[src/rtl/zero_detect_pipe_if.sv]
// zero_detect_pipe_if
// Purpose: bundles the request and result signals of zero_detect_pipe.
// Signals:
//   i_valid      request present on i_mode/i_a/i_b this cycle
//   i_stall      hold pipeline and status registers
//   i_flush      drop all in-flight requests
//   i_mode       00 zero, 01 ones, 10 sign, 11 equal
//   i_a, i_b     operands (i_b used by equal mode only)
//   i_sticky_clr clear o_sticky and o_hit_cnt
//   o_valid      o_flag holds a valid result
//   o_flag       result of the selected test
//   o_sticky     a valid result with flag=1 has been seen
//   o_hit_cnt    saturating count of valid results with flag=1
// Modports: master drives requests, slave is the detector.
interface zero_detect_pipe_if #(
  parameter int WIDTH = 32,
  parameter int CNT_W = 8
);
  logic             i_valid;
  logic             i_stall;
  logic             i_flush;
  logic [1:0]       i_mode;
  logic [WIDTH-1:0] i_a;
  logic [WIDTH-1:0] i_b;
  logic             i_sticky_clr;
  logic             o_valid;
  logic             o_flag;
  logic             o_sticky;
  logic [CNT_W-1:0] o_hit_cnt;

  modport master (
    output i_valid, i_stall, i_flush, i_mode, i_a, i_b, i_sticky_clr,
    input  o_valid, o_flag, o_sticky, o_hit_cnt
  );

  modport slave (
    input  i_valid, i_stall, i_flush, i_mode, i_a, i_b, i_sticky_clr,
    output o_valid, o_flag, o_sticky, o_hit_cnt
  );
endinterface

[src/rtl/zero_detect_pipe.sv]
// zero_detect_pipe
// Purpose: two-stage pipelined operand test (zero / all-ones / sign / equal)
// with a sticky hit flag and a saturating hit counter.
// Ports:
//   i_clk  rising-edge clock
//   i_rst  asynchronous active-high reset
//   io     zero_detect_pipe_if.slave (requests in, results and status out)
// Parameters:
//   WIDTH  operand width (4..128)
//   GROUP  operand bits per first-level OR node (2..8)
//   CNT_W  hit counter width (2..16)
module zero_detect_pipe #(
  parameter int WIDTH = 32,
  parameter int GROUP = 4,
  parameter int CNT_W = 8
) (
  input logic             i_clk,
  input logic             i_rst,
  zero_detect_pipe_if.slave io
);

  localparam int NG = (WIDTH + GROUP - 1) / GROUP;
  localparam int PW = NG * GROUP;
  localparam logic [CNT_W-1:0] CNT_MAX = '1;

  logic [PW-1:0]    w_tvec;
  logic [NG-1:0]    w_grp;
  logic             w_flag_next;
  logic             w_adv;
  logic             w_hit;
  logic [CNT_W-1:0] w_cnt_base;
  logic [CNT_W-1:0] w_cnt_next;

  logic             r_s1_valid;
  logic [1:0]       r_s1_mode;
  logic             r_s1_msb;
  logic [NG-1:0]    r_s1_grp;
  logic             r_s2_valid;
  logic             r_flag;
  logic             r_sticky;
  logic [CNT_W-1:0] r_cnt;

  // Test vector: every mode except sign reduces to "vector is all zero".
  // Pad bits above WIDTH stay 0 so they can never mask or fake a hit.
  always_comb begin
    w_tvec = '0;
    case (io.i_mode)
      2'b00:   w_tvec[WIDTH-1:0] = io.i_a;
      2'b01:   w_tvec[WIDTH-1:0] = ~io.i_a;
      2'b11:   w_tvec[WIDTH-1:0] = io.i_a ^ io.i_b;
      default: w_tvec = '0;
    endcase
  end

  for (genvar k = 0; k < NG; k++) begin : g_grp
    assign w_grp[k] = |w_tvec[k*GROUP +: GROUP];
  end

  // Stage-1 data carries no reset; only the valid bit qualifies it.
  always_ff @(posedge i_clk) begin
    if (!io.i_stall) begin
      r_s1_grp  <= w_grp;
      r_s1_mode <= io.i_mode;
      r_s1_msb  <= io.i_a[WIDTH-1];
    end
  end

  // Final reduction works only from stage-1 registers.
  assign w_flag_next = (r_s1_mode == 2'b10) ? r_s1_msb : ~(|r_s1_grp);
  assign w_adv       = !io.i_flush && !io.i_stall;
  assign w_hit       = w_adv && r_s1_valid && w_flag_next;

  always_ff @(posedge i_clk or posedge i_rst) begin
    if (i_rst) begin
      r_s1_valid <= 1'b0;
      r_s2_valid <= 1'b0;
      r_flag     <= 1'b0;
    end else if (io.i_flush) begin
      r_s1_valid <= 1'b0;
      r_s2_valid <= 1'b0;
    end else if (!io.i_stall) begin
      r_s1_valid <= io.i_valid;
      r_s2_valid <= r_s1_valid;
      // flag only changes when a real result arrives; bubbles keep the old one
      if (r_s1_valid) begin
        r_flag <= w_flag_next;
      end
    end
  end

  // A clear and a hit on the same edge: the clear lands first, then the hit.
  always_comb begin
    w_cnt_base = io.i_sticky_clr ? '0 : r_cnt;
    w_cnt_next = w_cnt_base;
    if (w_hit && (w_cnt_base != CNT_MAX)) begin
      w_cnt_next = w_cnt_base + CNT_W'(1);
    end
  end

  always_ff @(posedge i_clk or posedge i_rst) begin
    if (i_rst) begin
      r_sticky <= 1'b0;
      r_cnt    <= '0;
    end else if (!io.i_stall) begin
      r_sticky <= (r_sticky && !io.i_sticky_clr) || w_hit;
      r_cnt    <= w_cnt_next;
    end
  end

  assign io.o_valid   = r_s2_valid;
  assign io.o_flag    = r_flag;
  assign io.o_sticky  = r_sticky;
  assign io.o_hit_cnt = r_cnt;

endmodule

[src/flat_wrapper.sv]
// flat-port wrapper written by rule: the top's interface ports become plain ports
module zero_detect_pipe_flat 
#(
  parameter int WIDTH = 32,
  parameter int GROUP = 4,
  parameter int CNT_W = 8
)
  (i_clk, i_rst, io_i_valid, io_i_stall, io_i_flush, io_i_mode, io_i_a, io_i_b, io_i_sticky_clr, io_o_valid, io_o_flag, io_o_sticky, io_o_hit_cnt);
  zero_detect_pipe_if #(.WIDTH(WIDTH), .CNT_W(CNT_W)) io_i ();
  input logic i_clk;
  input logic i_rst;
  input wire logic [$bits(io_i.i_valid)-1:0] io_i_valid;
  input wire logic [$bits(io_i.i_stall)-1:0] io_i_stall;
  input wire logic [$bits(io_i.i_flush)-1:0] io_i_flush;
  input wire logic [$bits(io_i.i_mode)-1:0] io_i_mode;
  input wire logic [$bits(io_i.i_a)-1:0] io_i_a;
  input wire logic [$bits(io_i.i_b)-1:0] io_i_b;
  input wire logic [$bits(io_i.i_sticky_clr)-1:0] io_i_sticky_clr;
  output wire logic [$bits(io_i.o_valid)-1:0] io_o_valid;
  output wire logic [$bits(io_i.o_flag)-1:0] io_o_flag;
  output wire logic [$bits(io_i.o_sticky)-1:0] io_o_sticky;
  output wire logic [$bits(io_i.o_hit_cnt)-1:0] io_o_hit_cnt;
  assign io_i.i_valid = io_i_valid;
  assign io_i.i_stall = io_i_stall;
  assign io_i.i_flush = io_i_flush;
  assign io_i.i_mode = io_i_mode;
  assign io_i.i_a = io_i_a;
  assign io_i.i_b = io_i_b;
  assign io_i.i_sticky_clr = io_i_sticky_clr;
  assign io_o_valid = io_i.o_valid;
  assign io_o_flag = io_i.o_flag;
  assign io_o_sticky = io_i.o_sticky;
  assign io_o_hit_cnt = io_i.o_hit_cnt;
  zero_detect_pipe #(.WIDTH(WIDTH), .GROUP(GROUP), .CNT_W(CNT_W)) u_core (.i_clk(i_clk), .i_rst(i_rst), .io(io_i));
endmodule
[config.mk]
export PLATFORM = sky130hd
export DESIGN_NAME = zero_detect_pipe_flat
export DESIGN_NICKNAME = d
export VERILOG_FILES = /design/src/rtl/zero_detect_pipe_if.sv /design/src/rtl/zero_detect_pipe.sv /design/src/flat_wrapper.sv
export SDC_FILE = /design/constraint.sdc
export NUM_CORES = 1
export LEC_CHECK = 0
export CORE_MARGIN = 2
export CORE_UTILIZATION = 38
export CTS_CLUSTER_SIZE = 24
export DETAILED_ROUTE_END_ITERATION = 7
export PLACE_DENSITY = 0.8
export SLEW_MARGIN = 10
export SYNTH_ARGS = -nofsm -noshare
export SYNTH_HDL_FRONTEND = slang
export SYNTH_SLANG_ARGS = --single-unit
export TNS_END_PERCENT = 20
[constraint.sdc]
create_clock -name i_clk -period 1.7 [get_ports i_clk]
set_input_delay 0.51 -clock i_clk [delete_from_list [all_inputs] [get_ports i_clk]]
set_output_delay 0.51 -clock i_clk [all_outputs]
set_load 0.01 [all_outputs]
==> impl_metrics.tcl, run 1 <==
set metrics [dict create \
    hold_ws_ns 0.476 \
    cp-end-kind "register" \
    cp-start-kind "input port" \
    ios 83 \
    power_uw 1420 \
    die_y_um 73.1 \
    crit_required_ns 1.85 \
    grt_pass1_wl_um 7760 \
    hold_path_depth 1 \
    gp_congestion 0.886 \
    yosysSeqAreaShare_pct 34.8 \
    slowest_stage "o2111ai_1" \
    hold_viol 0 \
    numCtsBuffers 3 \
    port-buffer-count 82 \
    tightest_slew_ns 0.467 \
    leakagePower_uw 0.00130 \
    grt_overflow_total 0 \
    hpwlAfterDp_um 3770 \
    firstDrtPassIters 4 \
    synth_most_common_cell "xnor2_1" \
    synth-seq-cells 23 \
    htreeDepth 1 \
    antenna_found_initial 0 \
    n_antenna_cell 0 \
    ys.flop_type "dfrtp_1" \
    min_path_type "reg2reg" \
    drcViolationCount 0 \
    ys_async_sr_fraction_pct 52.2 \
    max_stage_delay_ns 0.35 \
    crit_fanout 4 \
    rsz0062_at_grt "true" \
    first_iter_violations 51 \
    syn_area_mm2 0.00181 \
    drv_cap 0 \
    syn_inst 198 \
    arrival_ns 1.87 \
    cts_tree "built" \
    syn_area_per_cell_um2 9.16 \
    postLayoutCoreUtil_pct 64.6 \
    vias_per_cell 5.43 \
    drv_slew 0 \
    rows 25 \
    relSlewSlack_pct 68.8 \
    grt_pass1_vias 1856 \
    cts_root_buf "clkbuf_8" \
    status "finished with violations" \
    routed_wl_um 4710 \
    yosys_warnings 0 \
    drive_above_1_share_pct 17.6 \
    place_area_mm2 0.00287 \
    worstSetupPathType "in2reg" \
    cts_sinks 23 \
    via_count 1961 \
    fin_crit_sh_pct 101 \
    ys_types 43 \
    synth_top_area_share_pct 18.2 \
    cts_buffer_depth 2 \
    nets 381 \
    grt_max_degree 28 \
    cp.depth 8 \
    wire_per_inst_um 13.0 \
    p_per_area_mw_per_mm2 472 \
    dp_slack_ns -0.593 \
    cp_num_buf_inv 1 \
    ys_top_cells_by_area "edfxtp_1 18%, dfrtp_1 17%, xnor2_1 12%, a32oi_1 5.3%, nand3_1 5.2%" \
    max_freq_ghz 0.582 \
    die_width_um 73.1 \
    irDropWorstVdd_uv 262 \
    synth_fp_nets 271 \
    fin_area_mm2 0.00301 \
    crit_family "compound AO/OA/AOI/OAI gates" \
    ant_nets 0 \
    die_area_mm2 0.00534 \
    finClkSkew_ns 0.00218 \
    worst_slack_ns -0.0173 \
    core_area_mm2 0.00466 \
    yosysTopAreaCell "edfxtp_1" \
    setup_viol 1 \
    synth_edf_count 11 \
    reg2regPathDepth 7 \
    grt_usage_pct 18.1 \
    clk_latency_ns 0.26 \
    synthTopCellsByCount "25 x xnor2_1, 19 x nand3_1, 16 x inv_1" \
    min_period_ns 1.72 \
    violations "setup timing" \
    crit_chain "clkdlybuf4s15_2 -> nor2b_1 -> ha_2 -> nand4b_1 -> o2111ai_1 -> nor4_2 -> xnor2_1 -> o21ai_1" \
    syn2layout_area_growth_pct 66.2 \
    start_util_pct 38.9 \
    clkTransAtPathRegs_ns 0.07 \
]
final cells by class:
type,count,area [µm²]
clock buffer,3,41.3
inverter,16,63.8
timing repair buffer,112,1070
fill,392,1650
tap,54,67.6
clock inverter,1,5.00
sequential,23,633
multi-input combinational,152,1130
metrics by stage:
stage / instances / TNS [ns]
2_1_floorplan: 198 / -0.0143
3_3_place_gp: 354 / -7.73
3_5_place_dp: 354 / -8.04
4_1_cts: 359 / -0.342
5_1_grt: 361 / -0.349
6_report: 361 / -0.0173
registers in the layout, indices dropped and copies added, names as in the netlist:
register / flops
u_core.r_s1_grp: 8
u_core.r_s1_msb: 1
u_core.r_s1_mode: 2
u_core.io.o_hit_cnt: 8
u_core.io.o_valid: 1
u_core.r_s1_valid: 1
u_core.io.o_flag: 1
u_core.io.o_sticky: 1
path summary, 6_finish.rpt:
path,to,from,slack [ns]
min,u_core.io.o_flag,u_core.io.o_flag,0.48
min reg2reg,u_core.io.o_flag,u_core.io.o_flag,0.48
max reg2reg,u_core.io.o_hit_cnt[7],u_core.io.o_hit_cnt[0],0.06
min in group asynchronous,u_core.io.o_hit_cnt[0],i_rst,0.57
max in group asynchronous,u_core.io.o_hit_cnt[4],i_rst,0.79
max,u_core.io.o_hit_cnt[7],io_i_sticky_clr,-0.02
placed cells by master, fill, tap and decap left out, types with 2 or more instances in the layout:
| master | netlist | final |
|---|---|---|
| a31o_2 | 2 | 2 |
| mux2i_1 | 2 | 2 |
| dfrtp_1 | 12 | 10 |
| xor2_1 | 3 | 3 |
| o31ai_1 | 2 | 2 |
| nand2b_1 | 9 | 9 |
| dlygate4sd2_1 | 0 | 8 |
| a32oi_1 | 11 | 11 |
| a21o_1 | 2 | 2 |
| nand4_1 | 6 | 6 |
| o22ai_1 | 2 | 2 |
| nor2_1 | 7 | 6 |
| inv_1 | 16 | 15 |
| o221ai_1 | 2 | 2 |
| nor2_2 | 2 | 2 |
| a21oi_2 | 0 | 2 |
| a21oi_1 | 4 | 2 |
| nor2b_1 | 2 | 2 |
| buf_4 | 0 | 26 |
| dlymetal6s2s_1 | 0 | 9 |
| clkbuf_8 | 0 | 3 |
| nand3_1 | 19 | 18 |
| buf_6 | 1 | 4 |
| a22o_1 | 6 | 6 |
| nor4_2 | 3 | 3 |
| xnor2_1 | 25 | 25 |
| edfxtp_1 | 11 | 11 |
| o21ai_0 | 4 | 2 |
| o21ai_1 | 2 | 4 |
| nand2_1 | 8 | 8 |
| clkdlybuf4s50_1 | 0 | 63 |
| nor3_1 | 3 | 3 |
| o21bai_1 | 11 | 11 |
| dfrtp_2 | 0 | 2 |
where the power goes:
group	total (µW)	switching, µW	internal (µW)	leakage [µW]
Clock	322	159	163	0.0000255
Sequential	635	14.5	621	0.000272
Combinational	464	180	284	0.000999
routing by layer:
layer  track usage (%)  share of wire, %
met1              20.7                40
met2              33.3                50
met4              3.70              0.30
met5                 0                 0
met3              4.83               8.8
logic make-up (layout without fill, tap and decap cells):
group | after synthesis | count (layout) | share of synthesized area [%]
and+or+nand+nor | 65 | 65 | 20.4
AOI/OAI and AO/OA | 56 | 56 | 24.2
adders and majority gates | 1 | 1 | 0.690
buffers and inverters | 23 | 132 | 5.38
xor gates and xnor gates | 28 | 28 | 13.5
DFF | 23 | 23 | 34.8
muxes | 2 | 2 | 1.10
timing repair:
action	CTS	global route
buffers inserted	1	2
hold buffers	0	0
pin swaps	6	11
gates resized for setup	18	21
setup endpoints to repair	23	21
(Power assumes the default switching activity.)
==> run 2: changes to the inputs <==
- CORE_MARGIN: 2 -> not set
==> impl_metrics.tcl, run 2 (synthesis gave the netlist of run 1 again) <==
set metrics [dict create \
    status "finished with violations" \
    violations "DRC" \
    hold_ws_ns 0.485 \
    die_y_um 71.1 \
    relSlewSlack_pct 68.4 \
    fin_crit_sh_pct 97.6 \
    cp-start-kind "register" \
    min_period_ns 1.66 \
    pwr-share-clk_pct 23.5 \
    tightest_slew_ns 0.474 \
    ios 83 \
    max_freq_ghz 0.603 \
    htreeDepth 1 \
    slowest_stage "clkdlybuf4s50_1" \
    via_count 1902 \
    p_per_area_mw_per_mm2 477 \
    antenna_found_initial 0 \
    reg2regPathDepth 5 \
    drive_above_1_share_pct 19.8 \
    postLayoutCoreUtil_pct 67.6 \
    cts_hold_buf 0 \
    start_util_pct 40.5 \
    min_path_type "reg2reg" \
    first_iter_violations 87 \
    grt_overflow_total 0 \
    cp-end-kind "primary output" \
    r2r_slack_ns 0.04 \
    cts_tree "built" \
    hold_viol 0 \
    port-buffer-count 82 \
    clk_latency_ns 0.27 \
    crit_family "buffers and inverters" \
    wire_per_inst_um 12.7 \
    rows 24 \
    drcViolationCount 3 \
    die_area_mm2 0.00505 \
    intPower_uw 1070 \
    setup_viol 0 \
    cts_buffer_depth 2 \
    hpwlAfterDp_um 3720 \
    die_width_um 71.1 \
    cts_root_buf "clkbuf_8" \
    arrival_ns 1.15 \
    switching_power_uw 372 \
    cp.depth 1 \
    worstSetupPathType "reg2out" \
    numCtsBuffers 3 \
    power_uw 1440 \
    cp_num_buf_inv 1 \
    power_frac_seq_pct 44.1 \
    final_cell_mix "61 x clkdlybuf4s50_1, 29 x buf_4, 25 x xnor2_1" \
    grt_pass1_vias 1856 \
    core_area_mm2 0.00447 \
    rsz0062_at_grt "true" \
    fin_tns_setup_ns 0 \
    vias_per_cell 5.28 \
    hold_path_depth 1 \
    firstDrtPassIters 6 \
    crit_fanout 2 \
    crit_required_ns 1.19 \
    routed_wl_um 4580 \
    cts_sinks 23 \
    p_sw_share_pct 25.8 \
    nets 382 \
    grt_usage_pct 18.7 \
    ant_nets 0 \
    combPwrFrac_pct 32.3 \
    drv_cap 0 \
    crit_chain "clkdlybuf4s50_1" \
    grt_max_degree 24 \
    grt_pass1_wl_um 7600 \
    gp_congestion 0.806 \
    syn2layout_area_growth_pct 66.9 \
    clkTransAtPathRegs_ns 0.08 \
    max_stage_delay_ns 0.53 \
    drv_slew 0 \
    irDropWorstVdd_uv 275 \
    leakagePower_uw 0.00132 \
    n_antenna_cell 0 \
    finClkSkew_ns 0.00873 \
    final_common_cell "clkdlybuf4s50_1" \
]
==> run 2: path summary, 6_finish.rpt <==
path                               startpoint                endpoint
setup / recovery            u_core.io.o_valid              io_o_valid
hold / removal             u_core.io.o_sticky      u_core.io.o_sticky
setup reg to reg           u_core.r_s1_grp[0]  u_core.io.o_hit_cnt[3]
hold reg to reg            u_core.io.o_sticky      u_core.io.o_sticky
max in group asynchronous               i_rst  u_core.io.o_hit_cnt[3]
min in group asynchronous               i_rst  u_core.io.o_hit_cnt[5]
==> run 2: metal layers <==
metal / GRT usage [%] / vias up / wire (µm)
met1: 21.2 / 852 / 1940
met5: 0 / - / 0
li1: - / 967 / -
met4: 6.89 / 0 / 86
met3: 5.70 / 7 / 394
met2: 33.0 / 76 / 2160
==> run 2: layout make-up <==
| cell class | instances | area (µm²) |
|---|---|---|
| Clock buffer | 3 | 41.3 |
| Inverter | 16 | 63.8 |
| Multi-Input combinational cell | 152 | 1150 |
| Timing Repair Buffer | 113 | 1060 |
| Clock inverter | 1 | 5.00 |
| Sequential cell | 23 | 633 |
| Tap cell | 52 | 65.1 |
| Fill cell | 350 | 1450 |
==> run 2: power groups by stage <==
| stage | clock network, µW | registers [µW] | logic, µW |
|---|---|---|---|
| after floorplan | 0 | 647 | 185 |
| after global routing | 370 | 641 | 508 |
| after detailed placement | 0 | 649 | 461 |
| final | 340 | 637 | 467 |
| after CTS | 352 | 637 | 461 |
| after global placement | 0 | 647 | 454 |
==> run 2: repair_timing <==
| action | in CTS | in global routing |
|---|---|---|
| gates resized for setup | 19 | 27 |
| setup buffers | 1 | 1 |
| pin swaps | 6 | 10 |
| cloned | 0 | 0 |
| setup endpoints to repair | 24 | 14 |
==> run 2: through the flow <==
stage | worst slack (ns) | std cells | instance area (µm²)
detailed placement | -0.592 | 354 | 2880
CTS | -0.148 | 359 | 2950
global route | -0.0420 | 360 | 3030
floorplan | -0.0143 | 198 | 1820
global placement | -0.547 | 354 | 2880
finish | 0.0414 | 360 | 3030
